$ cat src/rtl/csr_timer_if.sv
// CSR-side bundle for csr_timer: write strobes/data from the CSR unit and the
// read values / interrupt flag returned by the timer.
interface csr_timer_if;
  logic        tcfg_we;
  logic [31:0] tcfg_wdata;
  logic        ticlr_we;
  logic [31:0] ticlr_wdata;
  logic [31:0] tcfg;
  logic [31:0] tval;
  logic [31:0] ticlr;
  logic        ti;
  logic [31:0] tid;
  logic [63:0] stable_cnt;

  // CSR unit side
  modport master (
    output tcfg_we, tcfg_wdata, ticlr_we, ticlr_wdata,
    input  tcfg, tval, ticlr, ti, tid, stable_cnt
  );

  // Timer side
  modport slave (
    input  tcfg_we, tcfg_wdata, ticlr_we, ticlr_wdata,
    output tcfg, tval, ticlr, ti, tid, stable_cnt
  );
endinterface

$ cat src/rtl/csr_timer.sv
// Constant-frequency countdown timer owning TCFG/TVAL/TICLR and the sticky TI flag.
// Optional feature macro TIMER_STABLE_CNT_EN: when defined, adds a free-running
// 64-bit stable counter and a TID register; otherwise both outputs read 0.
module csr_timer #(
  parameter int unsigned TIMER_N = 32,
  parameter logic [31:0] TID_RST = 32'h0
) (
  input logic       clk,
  input logic       rst_n,
  csr_timer_if.slave bus
);

  localparam logic [TIMER_N-1:0] CntOne = TIMER_N'(1);

  logic [TIMER_N-1:0] tcfg_q, tcfg_d;
  logic [TIMER_N-1:0] tval_q, tval_d;
  logic               ti_q, ti_d;
  logic               set_evt;
  logic               clr_req;
  logic [TIMER_N-1:0] reload_val;

  // Next-state for config, count and interrupt flag
  always_comb begin
    tcfg_d     = tcfg_q;
    tval_d     = tval_q;
    ti_d       = ti_q;
    reload_val = {tcfg_q[TIMER_N-1:2], 2'b00};
    // A TCFG write on the same edge suppresses the set event.
    set_evt    = !bus.tcfg_we && tcfg_q[0] && (tval_q == CntOne);
    clr_req    = bus.ticlr_we && bus.ticlr_wdata[0];

    if (bus.tcfg_we) begin
      tcfg_d = bus.tcfg_wdata[TIMER_N-1:0];
      tval_d = {bus.tcfg_wdata[TIMER_N-1:2], 2'b00};
    end else if (tcfg_q[0]) begin
      if (tval_q != '0) begin
        tval_d = tval_q - CntOne;
      end else if (tcfg_q[1]) begin
        tval_d = reload_val;
      end
    end

    // Set beats clear so a coincident clear never loses an interrupt.
    if (set_evt) begin
      ti_d = 1'b1;
    end else if (clr_req) begin
      ti_d = 1'b0;
    end
  end

  // Timer state registers
  always_ff @(posedge clk or negedge rst_n) begin
    if (!rst_n) begin
      tcfg_q <= '0;
      tval_q <= '1;
      ti_q   <= 1'b0;
    end else begin
      tcfg_q <= tcfg_d;
      tval_q <= tval_d;
      ti_q   <= ti_d;
    end
  end

  assign bus.tcfg  = 32'(tcfg_q);
  assign bus.tval  = 32'(tval_q);
  assign bus.ticlr = 32'h0;
  assign bus.ti    = ti_q;

`ifdef TIMER_STABLE_CNT_EN
  logic [63:0] stable_cnt_q;
  logic [31:0] tid_q;

  // Free-running stable counter, wraps naturally at 2^64
  always_ff @(posedge clk or negedge rst_n) begin
    if (!rst_n) begin
      stable_cnt_q <= '0;
    end else begin
      stable_cnt_q <= stable_cnt_q + 64'd1;
    end
  end

  // Timer ID register; read-only from this block
  always_ff @(posedge clk or negedge rst_n) begin
    if (!rst_n) begin
      tid_q <= TID_RST;
    end else begin
      tid_q <= tid_q;
    end
  end

  assign bus.stable_cnt = stable_cnt_q;
  assign bus.tid        = tid_q;

  logic unused_bits;
  assign unused_bits = ^{bus.tcfg_wdata, bus.ticlr_wdata[31:1]};
`else
  assign bus.stable_cnt = 64'h0;
  assign bus.tid        = 32'h0;

  logic unused_bits;
  assign unused_bits = ^{bus.tcfg_wdata, bus.ticlr_wdata[31:1], TID_RST};
`endif

endmodule

$ cat src/flat_wrapper.sv
// flat-port wrapper written by rule: the top's interface ports become plain ports
module csr_timer_flat 
#(
  parameter int unsigned TIMER_N = 32,
  parameter logic [31:0] TID_RST = 32'h0
)
  (clk, rst_n, bus_tcfg_we, bus_tcfg_wdata, bus_ticlr_we, bus_ticlr_wdata, bus_tcfg, bus_tval, bus_ticlr, bus_ti, bus_tid, bus_stable_cnt);
  csr_timer_if bus_i ();
  input logic clk;
  input logic rst_n;
  input wire logic [$bits(bus_i.tcfg_we)-1:0] bus_tcfg_we;
  input wire logic [$bits(bus_i.tcfg_wdata)-1:0] bus_tcfg_wdata;
  input wire logic [$bits(bus_i.ticlr_we)-1:0] bus_ticlr_we;
  input wire logic [$bits(bus_i.ticlr_wdata)-1:0] bus_ticlr_wdata;
  output wire logic [$bits(bus_i.tcfg)-1:0] bus_tcfg;
  output wire logic [$bits(bus_i.tval)-1:0] bus_tval;
  output wire logic [$bits(bus_i.ticlr)-1:0] bus_ticlr;
  output wire logic [$bits(bus_i.ti)-1:0] bus_ti;
  output wire logic [$bits(bus_i.tid)-1:0] bus_tid;
  output wire logic [$bits(bus_i.stable_cnt)-1:0] bus_stable_cnt;
  assign bus_i.tcfg_we = bus_tcfg_we;
  assign bus_i.tcfg_wdata = bus_tcfg_wdata;
  assign bus_i.ticlr_we = bus_ticlr_we;
  assign bus_i.ticlr_wdata = bus_ticlr_wdata;
  assign bus_tcfg = bus_i.tcfg;
  assign bus_tval = bus_i.tval;
  assign bus_ticlr = bus_i.ticlr;
  assign bus_ti = bus_i.ti;
  assign bus_tid = bus_i.tid;
  assign bus_stable_cnt = bus_i.stable_cnt;
  csr_timer #(.TIMER_N(TIMER_N), .TID_RST(TID_RST)) u_core (.clk(clk), .rst_n(rst_n), .bus(bus_i));
endmodule
$ cat config.mk
export PLATFORM = sky130hd
export DESIGN_NAME = csr_timer_flat
export DESIGN_NICKNAME = d
export VERILOG_FILES = /design/src/rtl/csr_timer_if.sv /design/src/rtl/csr_timer.sv /design/src/flat_wrapper.sv
export SDC_FILE = /design/constraint.sdc
export NUM_CORES = 1
export LEC_CHECK = 0
export CELL_PAD_IN_SITES_DETAIL_PLACEMENT = 1
export CELL_PAD_IN_SITES_GLOBAL_PLACEMENT = 2
export CORE_MARGIN = 10
export CORE_UTILIZATION = 21
export DETAILED_ROUTE_END_ITERATION = 8
export PLACE_DENSITY_LB_ADDON = 0.1
export SLEW_MARGIN = 0
export SYNTH_ARGS = -nofsm -noshare
export SYNTH_HDL_FRONTEND = slang
export SYNTH_SLANG_ARGS = --single-unit
export TNS_END_PERCENT = 50
$ cat constraint.sdc
create_clock -name clk -period 2.9 [get_ports clk]
set_input_delay 0.435 -clock clk [delete_from_list [all_inputs] [get_ports clk]]
set_output_delay 0.435 -clock clk [all_outputs]
set_load 0.02 [all_outputs]
==> run_results.csv, run 1 <==
group,metric,value,unit
status,outcome,"finished clean",
clock_tree,tritoncts,"yes",
place,portBuffers,101,
clock_tree,path_clk_slew,0.05,ns
logic_synthesis,netlist_instances,521,
worst_setup_path,criticalPathCategory,"flop to flop",
worst_setup_path,arrival,2.94,ns
power,p_comb_frac,0.302,
worst_hold_path,hp-class,"input pin to asynchronous set/reset pin",
layout,synthToLayoutAreaGrowth,27.5,%
sta,finalHoldViolations,0,
sta,fin_tns_setup,0,ns
place,routabilityCongestion,0.775,
routing,viasPerCell,4.17,
logic_synthesis,avgSynthCellArea,8.66,um2
global_route,grt_pass1_vias,4239,
logic_synthesis,yosys_warnings,0,
worst_setup_path,critPathTopFamily,"simple AND/OR/NAND/NOR gates",
worst_setup_path,crit_path_end_kind,"flop",
global_route,grt_first_pass_wirelength,25900,um
sta,clock_skew,0.00531,ns
power,p_switching,1.16,mW
layout,final_layout_size_suffix_gt1_frac,0.136,
sta,rsz0062_at_grt,"no",
clock_tree,cts_resized,0,
worst_setup_path,rr_worst_depth,7,
worst_setup_path,path_buf_inv,1,
sta,slew_viol_final,0,
worst_setup_path,crit_required,3.17,ns
worst_setup_path,worstSetupStartpointType,"flop",
global_route,grt_max_degree,66,
routing,wire_per_inst,18.3,um
worst_setup_path,slowest_delay,0.55,ns
job,max-cap-violations,0,
power,seqPwrFrac,0.378,
power,max-vdd-ir-drop,199,uV
die,start_util,0.214,
routing,vias,3811,
power,switching_share,0.357,
worst_setup_path,crit_chain,"inv_1, ha_1, or3b_2, nor2_1, nand4_1, or4_1, a32o_1",
power,power,3.24,mW
layout,n_antenna_cell,0,
routing,ant_nets,0,
die,io_pins,261,
logic_synthesis,ys.flop_type,"dfrtp_1",
worst_setup_path,r2r-start,"u_core.bus.tval[1]",
sta,max_freq,0.375,GHz
sta,period_needed,2.67,ns
logic_synthesis,synth.most_common_cell,"buf_4",
clock_tree,htree_num_levels,3,
die,die_x,167,um
clock_tree,cts_buffers,9,
clock_tree,post-cts-setup-buffers,0,
die,core_area,21100,um2
worst_setup_path,crit_path_max_fanout,6,
place,dpl.hpwl,12900,um
logic_synthesis,yosysTopAreaCellShare,0.213,
logic_synthesis,synth_seq_cells,65,
sta,tightest_slew,0.543,ns
clock_tree,cts.path.max_buffers,2,
clock_tree,root_buffer,"clkbuf_16",
worst_setup_path,timing.critical_path.slowest_stage_cell,"or3b_2",
logic_synthesis,synth_area,4510,um2
logic_synthesis,synthTopCellsByCount,"buf_4, nand2_1, o21ai_0",
clock_tree,clock_sinks,65,
routing,wl,16700,um
global_route,gr-usage-all-layers,0.117,
power,p_leak,2.45,nW
global_route,grt_overflow_total,0,
power,intPower,2.09,mW
layout,nFillCells,2553,
die,core.rowCount,53,
worst_setup_path,critical_path_depth,7,
logic_synthesis,synthTopCellsByArea,"buf_4, dfstp_2, dfrtp_1, o21ai_0, nand2_1",
clock_tree,clock_latency,0.34,ns
sta,finalCritPeriodShare,0.920,
logic_synthesis,synth_top_area_cell,"buf_4",
logic_synthesis,ys_seq_area_frac,0.369,
routing,drc,0,
clock_tree,hold_buffers,0,
sta,setup_viol,0,
die,die-height,167,um
power,p_clk_frac,0.320,
logic_synthesis,ys_types,51,
logic_synthesis,ys_async_sr_fraction,1.00,
routing,first_iter_violations,165,
die,die-area,27700,um2
power,power.density,564,nW/um2
sta,slew_headroom,0.635,
global_route,antenna_found_initial,0,
routing,drtPass1Iterations,4,
worst_setup_path,startpoint,"u_core.bus.tval[1]",
logic_synthesis,synth-edff-count,0,
layout,finalNetCount,704,
[layer usage]
layer / routed length (um) / GRT usage / vias up
li1: - / - / 1795
met1: 7290 / 0.137 / 1871
met2: 8130 / 0.199 / 135
met3: 1130 / 0.0468 / 10
met4: 132 / 0.0221 / 0
met5: 0 / 0 / -
[layout make-up]
class	instances	area [um2]	area share
multi-input combinational	402	2140	0.372
sequential	65	1670	0.290
timing repair buffer	126	1210	0.211
tap	275	344	0.0598
clock buffer	13	260	0.0452
inverter	30	113	0.0196
clock inverter	3	15.0	0.00261
[metrics by stage]
step | utilization | instance area [um2] | hold slack, ns | worst slack (ns) | cells
after floorplan | - | 4990 | 0.139 | 0.493 | 648
after global placement | 0.260 | 5480 | 0.498 | 0.240 | 898
after detailed placement | 0.260 | 5480 | 0.494 | 0.214 | 898
after CTS | 0.273 | 5750 | 0.127 | 0.203 | 914
after global routing | 0.273 | 5750 | 0.134 | 0.0326 | 914
final | 0.273 | 5750 | 0.0987 | 0.233 | 914
[path summary, 6_finish.rpt]
path                                             to  slack, ns
worst min register to register        u_core.bus.ti       0.49
min in group clk                      u_core.bus.ti       0.49
worst max-delay path            u_core.bus.tval[28]       0.23
max in group asynchronous       u_core.bus.tval[20]       2.43
worst max register to register  u_core.bus.tval[28]       0.23
worst min-delay path            u_core.bus.tcfg[30]        0.1
[cells by family after synthesis]
logic type      count (synthesis)  share of synthesized area
compound gates                126                      0.185
xor+xnor                        6                     0.0116
fa+ha+maj                       2                    0.00555
buf+inv                       181                      0.264
flops                          65                      0.369
mux                            10                     0.0247
other cells                     1                   0.000831
simple gates                  130                      0.139
[power by group through the flow]
stage | Clock, mW | Sequential [mW] | Combinational [mW]
after floorplan | 0 | 1.34 | 0.541
after global placement | 0 | 1.24 | 0.980
after detailed placement | 0 | 1.24 | 0.990
after CTS | 1.08 | 1.23 | 0.994
after global routing | 1.12 | 1.26 | 1.07
final | 1.04 | 1.23 | 0.980
[flip-flops by register name (all words and copies together) (netlist names)]
| signal | cells |
|---|---|
| u_core.bus.tcfg | 32 |
| u_core.bus.ti | 1 |
| u_core.bus.tval | 32 |
[cells in the final DEF, fill, tap and decap left out, drive strengths merged, types with 7 or more instances in the layout]
cell	netlist	final
conb	1	128
o21ai	41	41
dfrtp	33	33
or4	8	8
a21oi	18	18
a31oi	15	15
o211ai	7	7
nand2	40	40
dfstp	32	32
nor2	33	33
inv	30	30
buf	133	27
nor4	10	10
nand3	7	7
mux2	9	9
nor3	17	17
clkbuf	18	13
clkdlybuf4s50	0	99
Note: power is estimated with default switching activity, not from simulation.
==> run 2, diff against run 1 <==
CAP_MARGIN = 20   (was not set)
PLACE_DENSITY = 0.88   (was not set)
PLACE_DENSITY_LB_ADDON = not set   (was 0.1)
==> run 2 against run 1 <==
Net effect: sequential share of layout area increased by 0.20 points; utilization decreased by 0.19 points; clock-buffer cell count unchanged; clock skew increased by 0.0022 ns; die area unchanged; critical endpoint is now u_core.bus.tval[14]; largest cell class unchanged.
==> run_results.csv, run 2 (synthesized netlist as in run 1, its figures left out) <==
group,metric,value,unit
sta,slew_headroom,0.521,
layout,final_cells,908,
sta,tightest_slew,0.719,ns
die,die_x,167,um
routing,viasPerCell,4.24,
clock_tree,tritoncts,"yes",
worst_setup_path,crit_required,3.19,ns
die,core_area,21100,um2
global_route,grt_util_met1,0.144,
routing,vias,3850,
place,dpl.cell_count,892,
worst_setup_path,rr_worst_depth,8,
layout,final_common_cell,"conb_1",
clock_tree,htree_num_levels,3,
layout,ff_latch_area,1670,um2
clock_tree,post-cts-setup-buffers,0,
worst_setup_path,r2r-start,"u_core.bus.tval[1]",
clock_tree,path_clk_slew,0.05,ns
die,start_util,0.214,
die,core.rowCount,53,
power,power.density,562,nW/um2
layout,finalNetCount,698,
clock_tree,hold_buffers,0,
power,power,3.21,mW
sta,max_freq,0.390,GHz
place,portBuffers,101,
place,routabilityCongestion,0.743,
sta,worst_slack,0.338,ns
die,io_pins,261,
global_route,grt_overflow_total,0,
die,die-height,167,um
sta,finalCritPeriodShare,0.883,
global_route,met3_usage,0.0393,
global_route,grt_pass1_vias,4096,
sta,setup_viol,0,
place,place_area,5450,um2
clock_tree,root_buffer,"clkbuf_16",
clock_tree,cts_buffers,9,
worst_setup_path,reg2reg_slack,0.34,ns
clock_tree,cts.path.max_buffers,2,
worst_setup_path,crit_path_end_kind,"flop",
layout,final_layout_size_suffix_gt1_frac,0.126,
layout,layout_common_cells,"conb_1, clkdlybuf4s50_1, nand2_1",
global_route,use_met2,0.172,
status,outcome,"finished clean",
sta,clock_skew,0.00750,ns
worst_setup_path,timing.critical_path.slowest_stage_cell,"or3_1",
sta,rsz0062_at_grt,"no",
worst_setup_path,crit_chain,"inv_1, ha_1, nor3b_1, nand2_1, or3_1, or4_1, a211oi_1, a221o_1",
global_route,grt_max_degree,77,
routing,drc,0,
routing,drtPass1Iterations,4,
layout,n_antenna_cell,0,
job,max-cap-violations,0,
sta,fin_tns_setup,0,ns
routing,wl,16000,um
sta,slew_viol_final,0,
global_route,busiest_layer,"met2",
worst_hold_path,hp-class,"input pin to asynchronous set/reset pin",
power,max-vdd-ir-drop,212,uV
sta,period_needed,2.56,ns
worst_setup_path,crit_path_max_fanout,6,
clock_tree,clock_sinks,65,
clock_tree,cts_resized,0,
layout,nFillCells,2546,
place,place_ws,0.318,ns
routing,first_iter_violations,250,
sta,finalHoldViolations,0,
global_route,gr-usage-all-layers,0.112,
routing,wire_per_inst,17.7,um
die,die-area,27700,um2
worst_setup_path,slowest_delay,0.44,ns
worst_setup_path,arrival,2.85,ns
routing,ant_nets,0,
clock_tree,clock_latency,0.34,ns
place,dpl.hpwl,12600,um
worst_setup_path,criticalPathCategory,"flop to flop",
global_route,antenna_found_initial,1,
layout,multi_input_area,2140,um2
worst_setup_path,r2r_end,"u_core.bus.tval[14]",
power,p_leak,2.42,nW
global_route,grt_first_pass_wirelength,24900,um
worst_setup_path,worstSetupStartpointType,"flop",
layout,postLayoutCellArea,5710,um2
layout,synthToLayoutAreaGrowth,26.7,%
==> run 2: cell types whose count changed in the layout (fill, tap and decap cells not counted), sizes merged <==
cell      delta
buf          -6
clkinv       -1
clkinvlp     +1
==> run 2: metal layers <==
| metal | vias up | routed length, um |
|---|---|---|
| met5 | - | 17 |
| met4 | 2 | 196 |
| met3 | 16 | 1170 |
| met2 | 156 | 7460 |
| met1 | 1893 | 7200 |
| li1 | 1783 | - |
==> run 2: where the power goes <==
group          internal, mW  leakage, nW  switching [mW]
clock network         0.599        0.130           0.409
logic                 0.381         1.55           0.586
registers              1.07        0.734           0.161
==> run 2: area by class of cell <==
class                      count  share of cell area
tap                          275              0.0602
timing repair buffer         120               0.207
sequential                    65               0.292
clock inverter                 3             0.00307
multi-input combinational    402               0.375
inverter                      30              0.0197
clock buffer                  13              0.0438
==> run 2: critical path: cells and delay by family (launching register included) <==
family,cells,cell delay [ns]
adders and majority gates,1,0.20
DFF,1,0.39
buffers and inverters,1,0.09
and+or+nand+nor,4,1.44
AOI/OAI and AO/OA,2,0.38
==> run 2: worst max path at each step <==
stage,end,start,depth (start not counted),slack [ns]
CTS,u_core.bus.tval[14],u_core.bus.tval[1],8,0.30
floorplan,u_core.bus.tval[10],u_core.bus.tval[16],9,0.49
finish,u_core.bus.tval[14],u_core.bus.tval[1],8,0.34
detailed placement,u_core.bus.tval[14],u_core.bus.tval[1],8,0.32
global placement,u_core.bus.tval[28],u_core.bus.tval[1],7,0.37
global route,u_core.bus.tval[14],u_core.bus.tval[0],8,0.08
==> run 2: per-stage QoR <==
step | hold slack [ns] | utilization
finish | 0.155 | 0.271
global route | 0.215 | 0.271
CTS | 0.177 | 0.271
detailed placement | 0.518 | 0.258
global placement | 0.507 | 0.258
floorplan | 0.139 | -
==> run 3, diff against run 2 <==
CAP_MARGIN = not set   (was 20)
==> results of run 3 <==
No change in the layout: final DEF, timing and power equal those of run 2.
